**config.mk**
```make
export PLATFORM = sky130hd
export DESIGN_NAME = spi_txn_ctrl
export DESIGN_NICKNAME = d
export VERILOG_FILES = /design/src/rtl/spi_txn_ctrl.sv
export SDC_FILE = /design/constraint.sdc
export NUM_CORES = 1
export LEC_CHECK = 0
export CAP_MARGIN = 25
export CORE_MARGIN = 2
export CORE_UTILIZATION = 43
export DETAILED_ROUTE_END_ITERATION = 10
export HOLD_SLACK_MARGIN = 0.1
export PLACE_DENSITY_LB_ADDON = 0.15
export SLEW_MARGIN = 15
export SYNTH_ARGS = -nofsm -noshare
export SYNTH_HDL_FRONTEND = slang
export SYNTH_SLANG_ARGS = --single-unit
```
**constraint.sdc**
```tcl
create_clock -name clk_i -period 1.8 [get_ports clk_i]
set_input_delay 0.36 -clock clk_i [delete_from_list [all_inputs] [get_ports clk_i]]
set_output_delay 0.36 -clock clk_i [all_outputs]
set_load 0.01 [all_outputs]
```
**src/rtl/spi_txn_ctrl.sv**
```systemverilog
// rtl/spi_txn_ctrl.sv - chip-select timing and byte sequencing for the SPI host engine
// Accepts a multi-byte command, frames it with CS setup/hold/idle gaps and hands bytes to the engine.

module spi_txn_ctrl #(
  parameter int unsigned CsSetupCycles = 4,
  parameter int unsigned CsHoldCycles  = 4,
  parameter int unsigned CsIdleCycles  = 4,
  parameter int unsigned LenWidth      = 8
) (
  input  logic                clk_i,
  input  logic                rst_ni,
  input  logic                cmd_valid_i,
  output logic                cmd_ready_o,
  input  logic [LenWidth-1:0] cmd_len_i,
  input  logic                tx_valid_i,
  input  logic [7:0]          tx_data_i,
  output logic                tx_ready_o,
  output logic                rx_valid_o,
  output logic [7:0]          rx_data_o,
  output logic                busy_o,
  output logic                cs_no,
  output logic                eng_start_o,
  output logic [7:0]          eng_tx_byte_o,
  input  logic [7:0]          eng_rx_byte_i,
  input  logic                eng_done_i
);

  localparam int unsigned MaxSh  = (CsSetupCycles > CsHoldCycles) ? CsSetupCycles : CsHoldCycles;
  localparam int unsigned MaxDly = (MaxSh > CsIdleCycles) ? MaxSh : CsIdleCycles;
  localparam int unsigned CntW   = $clog2(MaxDly) + 1;

  localparam logic [CntW-1:0] SetupLoad = CntW'(CsSetupCycles - 1);
  localparam logic [CntW-1:0] HoldLoad  = CntW'(CsHoldCycles - 1);
  localparam logic [CntW-1:0] IdleLoad  = CntW'(CsIdleCycles - 1);

  typedef enum logic [2:0] {
    ST_IDLE,
    ST_CS_SETUP,
    ST_WAIT_TX,
    ST_XFER,
    ST_CS_HOLD,
    ST_CS_IDLE
  } state_e;

  state_e              state_q;
  logic [CntW-1:0]     dly_q;
  logic [LenWidth-1:0] byte_cnt_q;
  logic                done_q;
  logic                cmd_ready_q;
  logic                rx_valid_q;
  logic [7:0]          rx_data_q;
  logic                busy_q;
  logic                cs_n_q;
  logic                eng_start_q;
  logic [7:0]          eng_tx_byte_q;

  logic done_rise;
  logic tx_ready;

  assign done_rise = eng_done_i & ~done_q;

  // The final setup cycle already offers the TX handshake, so the first start
  // lands exactly CsSetupCycles after cs_no falls when data is waiting.
  assign tx_ready = (state_q == ST_WAIT_TX) ||
                    ((state_q == ST_CS_SETUP) && (dly_q == '0));

  always_ff @(posedge clk_i or negedge rst_ni) begin
    if (!rst_ni) begin
      state_q       <= ST_IDLE;
      dly_q         <= '0;
      byte_cnt_q    <= '0;
      done_q        <= 1'b0;
      cmd_ready_q   <= 1'b0;
      rx_valid_q    <= 1'b0;
      rx_data_q     <= 8'h00;
      busy_q        <= 1'b0;
      cs_n_q        <= 1'b1;
      eng_start_q   <= 1'b0;
      eng_tx_byte_q <= 8'h00;
    end else begin
      done_q     <= eng_done_i;
      rx_valid_q <= 1'b0;
      case (state_q)
        ST_IDLE: begin
          cmd_ready_q <= 1'b1;
          if (cmd_valid_i && cmd_ready_q) begin
            byte_cnt_q  <= cmd_len_i;
            dly_q       <= SetupLoad;
            cs_n_q      <= 1'b0;
            cmd_ready_q <= 1'b0;
            busy_q      <= 1'b1;
            state_q     <= ST_CS_SETUP;
          end
        end
        ST_CS_SETUP: begin
          if (tx_valid_i && tx_ready) begin
            eng_tx_byte_q <= tx_data_i;
            eng_start_q   <= 1'b1;
            state_q       <= ST_XFER;
          end else if (dly_q == '0) begin
            state_q <= ST_WAIT_TX;
          end else begin
            dly_q <= dly_q - 1'b1;
          end
        end
        ST_WAIT_TX: begin
          if (tx_valid_i) begin
            eng_tx_byte_q <= tx_data_i;
            eng_start_q   <= 1'b1;
            state_q       <= ST_XFER;
          end
        end
        ST_XFER: begin
          if (done_rise) begin
            eng_start_q <= 1'b0;
            rx_valid_q  <= 1'b1;
            rx_data_q   <= eng_rx_byte_i;
            if (byte_cnt_q == '0) begin
              dly_q   <= HoldLoad;
              state_q <= ST_CS_HOLD;
            end else begin
              byte_cnt_q <= byte_cnt_q - 1'b1;
              state_q    <= ST_WAIT_TX;
            end
          end
        end
        ST_CS_HOLD: begin
          if (dly_q == '0) begin
            cs_n_q  <= 1'b1;
            dly_q   <= IdleLoad;
            state_q <= ST_CS_IDLE;
          end else begin
            dly_q <= dly_q - 1'b1;
          end
        end
        ST_CS_IDLE: begin
          if (dly_q == '0) begin
            busy_q      <= 1'b0;
            cmd_ready_q <= 1'b1;
            state_q     <= ST_IDLE;
          end else begin
            dly_q <= dly_q - 1'b1;
          end
        end
        default: begin
          cs_n_q      <= 1'b1;
          eng_start_q <= 1'b0;
          busy_q      <= 1'b0;
          state_q     <= ST_IDLE;
        end
      endcase
    end
  end

  assign cmd_ready_o   = cmd_ready_q;
  assign tx_ready_o    = tx_ready;
  assign rx_valid_o    = rx_valid_q;
  assign rx_data_o     = rx_data_q;
  assign busy_o        = busy_q;
  assign cs_no         = cs_n_q;
  assign eng_start_o   = eng_start_q;
  assign eng_tx_byte_o = eng_tx_byte_q;

endmodule

```
==> flow_summary_export.csv <==
group,metric,value,unit
routing,drtAntennaViolNets,0,
finish,design_area,2880,µm²
logic_synthesis,synth-edff-count,0,
clock_network,cts_made_buffers,5,
logic_synthesis,synth-seq-area-share,48.3,%
sta,setup_ws,0.0169,ns
finish,n_antenna_cell,0,
routing,wl_per_cell,15.2,µm
sta,min_period,1.78,ns
routing,num_vias,1770,
floorplanning,die_x,69.9,µm
routing,first_pass_iters,5,
worst_setup_path,crit_type,"reg2reg",
sta,period_share,99.1,%
placement,post_dp_cell_area,2630,µm²
sta,max_freq,0.561,GHz
finish,fin_nets,307,
finish,final_cells,326,
status,status,"finished clean",
global_route,first_global_vias,1852,
global_route,grt_max_degree,37,
sta,whs,0.486,ns
floorplanning,io_pins,51,
floorplanning,start_util,45.7,%
power,p_per_area,1370,nW/µm²
min_path,min_path_type,"reg2reg",
routing,drt_wl_total,4.95,mm
clock_network,cts_tree,"yes",
finish,final_common_cell,"clkdlybuf4s50_1",
clock_network,ctsLongestPathBuffers,2,
job,maxCapViolCount,0,
floorplanning,core,4090,µm²
logic_synthesis,synth_area_per_cell,10.0,µm²
worst_setup_path,path_max_fanout,4,
sta,relSlewSlack,71.1,%
worst_setup_path,required,1.97,ns
clock_network,clk_transition_reported_paths,0.07,ns
placement,place_ws,-0.0994,ns
finish,utilization,70.6,%
logic_synthesis,yosys_warnings,0,
routing,drt_iter0_markers,87,
finish,layout-drive-gt1-share,30.1,%
placement,io_buffer_count,50,
floorplanning,fp-row-count,23,
sta,hold_violations,0,
clock_network,cts_sinks,36,
floorplanning,die_y,69.9,µm
finish,final_cell_mix,"clkdlybuf4s50_1, buf_4, dfrtp_1, nand2_1, nor2_1",
global_route,grt_pass1_wl,8.50,mm
clock_network,clock-root-buffer,"clkbuf_8",
sta,tightest_slew,0.433,ns
global_route,antenna_found_initial,0,
placement,hpwl,3.50,mm
sta,rsz0062_at_grt,"true",
sta,setup_violations,0,
power,max-vdd-ir-drop,0.879,mV
sta,slew_viol_final,0,
logic_synthesis,syn_inst,186,
logic_synthesis,yosysUniqueCellTypes,55,
routing,drc_errors,0,
global_route,grt-ovfl-total,0,
logic_synthesis,syn-num-nets,218,
clock_network,clk_latency,0.30,ns
floorplanning,dieArea,4890,µm²
routing,vias_per_cell,5.43,
clock_network,htree_levels,2,
logic_synthesis,synth_ff_type,"dfrtp_1",
placement,dp.cells,308,
worst_setup_path,crit_path_start_kind,"register",
placement,gp_congestion,0.847,
global_route,grtUsageTotal,21.9,%
logic_synthesis,async_reset_ff_share,100,%
logic_synthesis,synth_area,1870,µm²
power,power.leakage,1.30,nW
worst_setup_path,cp_data_arrival_time,1.95,ns
sta,finClkSkew,0.00465,ns
worst_setup_path,end_kind,"register",
finish,area_delta_synth_final,54.3,%
logic_synthesis,synth-seq-cells,36,
[cell type report]
cell class              instances  area [µm²]
multi-input cells             133         965
repair buffers                 92         832
clock buffers                   6        82.6
inverters                       7        26.3
flip-flops and latches         36         902
clock inverters                 2        13.8
well taps                      50        62.6
fillers                       318        1200
[kinds of logic after synthesis]
| group | after synthesis | share of synthesized area, % |
|---|---|---|
| AO/OA/AOI/OAI | 48 | 19.9 |
| adder cells (fa/ha/maj) | 3 | 2.01 |
| buffers and inverters | 17 | 3.95 |
| flip-flops | 36 | 48.3 |
| multiplexers | 10 | 5.89 |
| AND/OR/NAND/NOR | 72 | 19.9 |
[per-stage QoR]
| step | TNS [ns] | total power, mW |
|---|---|---|
| 2_1_floorplan | 0 | 2.23 |
| 3_3_place_gp | -0.148 | 3.02 |
| 3_5_place_dp | -0.365 | 3.09 |
| 4_1_cts | -0.0360 | 3.88 |
| 5_1_grt | -0.341 | 4.21 |
| 6_report | 0 | 3.94 |
[report_power, final]
part           switching [mW]  internal, mW
Combinational           0.882          1.14
Sequential              0.193          1.11
Clock                   0.310         0.313
Total                    1.38          2.56
[routing by layer]
metal  track usage (%)  vias up  wire [µm]
li1                  -      854          -
met1              25.4      845       2060
met2              37.5       55       2470
met3              5.19       16        268
met4              11.1        0        160
met5                 0        -          0
[worst max-delay path: stages (launching register included)]
cell	delay [ns]
dfrtp_1	0.39
inv_2	0.08
ha_4	0.13
or4b_4	0.47
o21ai_4	0.21
buf_6	0.13
and2_4	0.16
o211ai_1	0.08
[flip-flops by register name, indices dropped and copies added, names as in the netlist, 3 cells and up]
signal         cells
dly_q              3
state_q            3
byte_cnt_q         8
rx_data_o          8
eng_tx_byte_o      8
[worst paths after layout]
kind	from	to	slack, ns	depth (start not counted)
max	byte_cnt_q[0]	byte_cnt_q[4]	0.02	7
min reg2reg	rx_data_o[6]	rx_data_o[6]	0.49	2
min	rx_data_o[6]	rx_data_o[6]	0.49	2
max reg2reg	byte_cnt_q[0]	byte_cnt_q[4]	0.02	7
max in group asynchronous	rst_ni	cs_no	1.00	3
min in group asynchronous	rst_ni	byte_cnt_q[5]	0.55	3
[Yosys cell counts (all sizes together), types with 3 or more instances]
cell type	n	area [µm²]
dfrtp	35	876
nand2	33	129
nor2	11	43.8
a21oi	10	53.8
mux2	8	90.1
inv	7	26.3
buf	6	32.5
nor2b	5	31.3
a31oi	4	25.0
clkbuf	4	15.0
nor4	4	25.0
a211o	3	26.3
a21o	3	23.8
a22o	3	27.5
ha	3	37.5
nand4	3	18.8
nor3	3	15.0
o21ai	3	26.3
o22a	3	26.3
o22ai	3	18.8
[repair_timing]
action	CTS	global route
setup buffers	7	2
endpoints found under the setup margin	4	20
pin swaps	6	9
gates cloned	0	0
gates resized for setup	12	9
endpoints found under the hold margin	35	0
hold buffers	1	0
Power figures use the tool's default switching activity.
